==> src/rtl/slap_colour_mixer.sv <==
// Final video stage: layer priority, 256-entry RGB palette lookup and sync delay.
// Optional LAYER_MASK_EN adds a per-layer transparency mask input.
module slap_colour_mixer #(
  parameter int COLOUR_W    = 4,
  parameter bit FG_PRIORITY = 1'b1
) (
  input  logic                master_clk,
  input  logic                reset_n,
`ifdef LAYER_MASK_EN
  input  logic [2:0]          layer_mask,
`endif
  input  logic                pixel_ce,
  input  logic [7:0]          fg_pixel,
  input  logic [7:0]          sp_pixel,
  input  logic [7:0]          bg_pixel,
  input  logic                hblank_in,
  input  logic                vblank_in,
  input  logic                hsync_in,
  input  logic                vsync_in,
  input  logic [24:0]         dn_addr,
  input  logic [7:0]          dn_data,
  input  logic                dn_wr,
  input  logic                prom_r_cs,
  input  logic                prom_g_cs,
  input  logic                prom_b_cs,
  output logic [COLOUR_W-1:0] red,
  output logic [COLOUR_W-1:0] green,
  output logic [COLOUR_W-1:0] blue,
  output logic                hblank_out,
  output logic                vblank_out,
  output logic                hsync_out,
  output logic                vsync_out,
  output logic                palette_ready
);

  typedef enum logic [1:0] {EMPTY, LOADING, READY} state_t;

  state_t      state_reg, state_next;
  logic [2:0]  got_reg, got_next;
  logic [2:0]  cs_vec;
  logic [2:0]  wr_en;
  logic        cs_one_hot;

  logic [7:0]  fg_s1, sp_s1, bg_s1;
  logic [3:0]  sync_s1;             // {hblank, vblank, hsync, vsync}
  logic [2:0]  mask_s1;
  logic [7:0]  idx;
  logic        fg_opaque, sp_opaque;
  logic [2:0][COLOUR_W-1:0] pal_rd;

  logic        unused_bits;
  assign unused_bits = ^{dn_addr[24:8], dn_data};

  // Writes are only accepted when exactly one colour PROM is selected.
  assign cs_vec     = {prom_b_cs, prom_g_cs, prom_r_cs};
  assign cs_one_hot = (cs_vec == 3'b001) || (cs_vec == 3'b010) || (cs_vec == 3'b100);
  assign wr_en      = (dn_wr && cs_one_hot) ? cs_vec : 3'b000;

  always_ff @(posedge master_clk or negedge reset_n) begin
    if (!reset_n) begin
      state_reg <= EMPTY;
      got_reg   <= 3'b000;
    end else begin
      state_reg <= state_next;
      got_reg   <= got_next;
    end
  end

  always_comb begin
    state_next = state_reg;
    got_next   = got_reg;
    if (dn_addr[7:0] == 8'hFF)
      got_next = got_reg | wr_en;
    case (state_reg)
      EMPTY:   if (|wr_en) state_next = LOADING;
      LOADING: if ((&got_reg) && (cs_vec == 3'b000)) begin
        state_next = READY;
        got_next   = 3'b000;
      end
      READY:   if (|wr_en) state_next = LOADING;
      default: state_next = EMPTY;
    endcase
  end

  assign palette_ready = (state_reg == READY);

  always_ff @(posedge master_clk or negedge reset_n) begin
    if (!reset_n) begin
      fg_s1   <= 8'h00;
      sp_s1   <= 8'h00;
      bg_s1   <= 8'h00;
      sync_s1 <= 4'h0;
    end else if (pixel_ce) begin
      fg_s1   <= fg_pixel;
      sp_s1   <= sp_pixel;
      bg_s1   <= bg_pixel;
      sync_s1 <= {hblank_in, vblank_in, hsync_in, vsync_in};
    end
  end

`ifdef LAYER_MASK_EN
  always_ff @(posedge master_clk or negedge reset_n) begin
    if (!reset_n)
      mask_s1 <= 3'b000;
    else if (pixel_ce)
      mask_s1 <= layer_mask;
  end
`else
  assign mask_s1 = 3'b111;
`endif

  assign fg_opaque = (fg_s1[1:0] != 2'b00) && mask_s1[1];
  assign sp_opaque = (sp_s1[3:0] != 4'h0) && mask_s1[2];

  always_comb begin
    idx = mask_s1[0] ? bg_s1 : 8'h00;
    if (FG_PRIORITY) begin
      if (fg_opaque)      idx = fg_s1;
      else if (sp_opaque) idx = sp_s1;
    end else begin
      if (sp_opaque)      idx = sp_s1;
      else if (fg_opaque) idx = fg_s1;
    end
  end

  // One block RAM per channel; read is registered every clock so data is
  // ready well before the next pixel strobe.
  genvar gi;
  generate
    for (gi = 0; gi < 3; gi++) begin : g_chan
      logic [COLOUR_W-1:0] mem [256];
      logic [COLOUR_W-1:0] rd_q;
      always_ff @(posedge master_clk) begin
        if (wr_en[gi])
          mem[dn_addr[7:0]] <= dn_data[COLOUR_W-1:0];
        rd_q <= mem[idx];
      end
      assign pal_rd[gi] = rd_q;
    end
  endgenerate

  always_ff @(posedge master_clk or negedge reset_n) begin
    if (!reset_n) begin
      red        <= '0;
      green      <= '0;
      blue       <= '0;
      hblank_out <= 1'b0;
      vblank_out <= 1'b0;
      hsync_out  <= 1'b0;
      vsync_out  <= 1'b0;
    end else if (pixel_ce) begin
      if (sync_s1[3] || sync_s1[2] || !palette_ready) begin
        red   <= '0;
        green <= '0;
        blue  <= '0;
      end else begin
        red   <= pal_rd[0];
        green <= pal_rd[1];
        blue  <= pal_rd[2];
      end
      {hblank_out, vblank_out, hsync_out, vsync_out} <= sync_s1;
    end
  end

endmodule

==> config.mk <==
export PLATFORM = sky130hd
export DESIGN_NAME = slap_colour_mixer
export DESIGN_NICKNAME = d
export VERILOG_FILES = /design/src/rtl/slap_colour_mixer.sv
export SDC_FILE = /design/constraint.sdc
export NUM_CORES = 2
export LEC_CHECK = 0
export BUFFER_PORTS_ARGS = -buffer_cell sky130_fd_sc_hd__buf_2
export CORE_ASPECT_RATIO = 0.8
export CORE_MARGIN = 1.5
export CORE_UTILIZATION = 40
export DETAILED_ROUTE_END_ITERATION = 7
export GPL_ROUTABILITY_DRIVEN = 1
export PLACE_DENSITY = 0.58
export SKIP_CTS_REPAIR_TIMING = 1
export SLEW_MARGIN = 20
export SYNTH_ARGS = -nofsm -noshare
export SYNTH_HDL_FRONTEND = slang
export SYNTH_SLANG_ARGS = --single-unit
==> constraint.sdc <==
create_clock -name master_clk -period 2.85 [get_ports master_clk]
set_input_delay 0.57 -clock master_clk [delete_from_list [all_inputs] [get_ports master_clk]]
set_output_delay 0.57 -clock master_clk [all_outputs]
set_load 0.03 [all_outputs]
==> metrics.cfg <==
[clocking]
clk_pin_slew_worst_paths_ns = 0.06
cts_max_path_buffers = 4
h-tree-depth = 5
numCtsBuffers = 322
cts_root_buf = clkbuf_16
clk_latency_ns = 0.90
clock_sinks = 3133
cts_tree = done

[critical_path]
max_stage_delay_ns = 0.59
worst-endpoint-arrival_ns = 4.39
crit_buf_inv = 5
cp_max_fo = 10
crit_path_start = sp_s1[2]$_DFFE_PN0P_
path_class = reg2reg
worst_ep_required_time_ns = 3.60
cp_num_cells = 13
cp-end-kind = flop
path_delay_family = simple AND/OR/NAND/NOR gates
path_cells = or4b_4 -> a21o_4 -> buf_12 -> buf_12 -> nor2_4 -> buf_12 -> buf_12 -> buf_4 -> nand3_2 -> nand4_1 -> nand4_1 -> nand4_1 -> nand4_1
worstReg2RegStart = sp_s1[2]$_DFFE_PN0P_
worst_r2r_path_depth = 13
startpoint_type = flop
crit_slowest_cell = or4b_4

[synth]
ys_warn_count = 0
netlist_area_mm2 = 0.126
syn_avg_cell_area_um2 = 14.3
synth_top_area_share = 0.735
yosys.area.top_type = edfxtp_1
yosysUniqueCellTypes = 57
synthArstFlopShare = 0.0156
synth_area_leaders = edfxtp_1 73%, nand2_1 5.6%, mux4_2 3.6%
syn_inst = 8779
synth_seq_area_share = 0.746
synth_top_flop_cell = edfxtp_1
yosysMostFrequentCell = edfxtp_1
syn_nets = 8847
synth_commonest_cells = 3072 x edfxtp_1, 1890 x nand2_1, 809 x nor2_1
synth_edf_count = 3072
ys_seq_elements = 3133

[grt]
grt.total_usage = 0.246
antenna_found_initial = 16
grt_pass1_wl_mm = 568
grt-ovfl-total = 0
grt_max_degree = 103
grt_pass1_vias = 77613

[place]
place_ws_ns = -1.09
placed_area_mm2 = 0.140
port_buffers = 63
dp_hpwl_mm = 275
place_inst = 13482
routabilityCongestion = 0.919

[timing]
slew_headroom = 0.440
setup_violations = 12
fin_hold_ws_ns = 0.0209
fin_setup_tns_ns = -7.51
drv_slew = 0
tightest_slew_ns = 0.841
rsz0062_at_grt = yes
fmax_ghz = 0.275
final_hold_viol_count = 0
fin_crit_sh = 1.28
worst_slack_ns = -0.786
fin_skew_ns = 0.0682
period_minus_slack_ns = 3.64

[power_and_ir_drop]
vdd.ir_drop.worst_mv = 0.493
switching_power_mw = 28.8
power_density_mw_per_mm2 = 725
comb_power_share = 0.160
pwr-share-seq = 0.459
total_power_mw = 111
netSwitchingFraction = 0.260
p_int_mw = 82.1
p_clk_frac = 0.381
p_leak_nw = 51.6

[routing]
drtPass1Iterations = 6
vias = 82091
drtAntennaViolNets = 0
drc_errors = 0
drt_iter0_drc = 11446
routed_wl_mm = 403
wl_per_cell_um = 28.5
vias_per_cell = 5.80

[min_path]
hp-class = in2reg
hold-path-cell-count = 1
min-delay-start = dn_data[2]

[cells_and_area]
area_growth_syn_to_layout_pct = 21.6
largest_reg_flops = 3072
instances_no_fill = 14147
layout.nets = 9799
fin_util = 0.490
drive_gt1_frac = 0.207
stdcell_area_mm2 = 0.153

[floorplanning]
die_h_um = 504
rows = 183
initial_core_util = 0.403
io_pins = 85
core_mm2 = 0.312
die_w_um = 629
fp.dieArea_mm2 = 0.317

[job]
drv_cap = 0

[status]
violations = setup timing
status = finished with violations

## kinds of logic after synthesis
| group | count (synthesis) | share of synthesized area |
|---|---|---|
| AO/OA/AOI/OAI | 800 | 0.0440 |
| AND/OR/NAND/NOR | 3591 | 0.118 |
| XOR/XNOR | 1 | 0.0000697 |
| flip-flops | 3133 | 0.746 |
| multiplexers | 638 | 0.0713 |
| buffers and inverters | 616 | 0.0204 |
## final timing paths
path	end	slack, ns
max in group asynchronous	sp_s1[0]$_DFFE_PN0P_	1.91
worst min-delay path	g_chan[0].mem[181][2]$_DFFE_PP_	0.02
worst min register to register	blue[0]$_DFFE_PN0P_	0.42
min in group asynchronous	fg_s1[2]$_DFFE_PN0P_	0.36
worst max-delay path	g_chan[2].rd_q[3]$_DFF_P_	-0.79
worst max register to register	g_chan[2].rd_q[3]$_DFF_P_	-0.79
## placed cells by master (no fill, tap or decap), drive strengths merged, types with 4 or more instances in the layout
cell type and count:
dfrtp 49, nor2 810, a32oi 115, nand4 103
o21ai 71, dlygate4sd3 29, nor4 4, nor2b 7
a211oi 13, o2111ai 106, mux2 33, o211ai 4
buf 1188, mux2i 403, diode 14, nand2 1890
o31ai 12, a22oi 33, a21oi 269, inv 26
clkinv 122, a311oi 4, dfxtp 12, nand3 730
a32o 6, a221oi 95, a31oi 51, nor3 17
nand2b 11, clkinvlp 10, bufinv 36, nor3b 4
clkbuf 397, edfxtp 3072, mux4 202
## per-layer routing
layer / global-route usage / wire length [um] / up-vias
met2: 0.356 / 173000 / 4898
met4: 0.0712 / 12300 / 6
li1: - / - / 34947
met5: 0 / 42 / -
met3: 0.0608 / 48400 / 621
met1: 0.366 / 169000 / 41619
## power by group through the flow
stage / Clock, mW / Sequential (mW) / Combinational (mW)
6_report: 42.3 / 50.8 / 17.7
3_5_place_dp: 0 / 51.8 / 16.5
3_3_place_gp: 0 / 51.8 / 16.4
4_1_cts: 42.6 / 50.8 / 16.5
5_1_grt: 44.4 / 50.8 / 18.4
2_1_floorplan: 0 / 51.8 / 7.06
## area by class of cell
| class | instances | area, um2 |
|---|---|---|
| fillers | 26206 | 159000 |
| inverters | 17 | 63.8 |
| flip-flops and latches | 3133 | 93700 |
| clock inverters | 177 | 1830 |
| multi-input cells | 5030 | 30500 |
| well taps | 4162 | 5210 |
| repair buffers | 1227 | 12900 |
| clock buffers | 387 | 8540 |
| diodes | 14 | 35.0 |
Note: power is estimated with default switching activity, not from simulation.
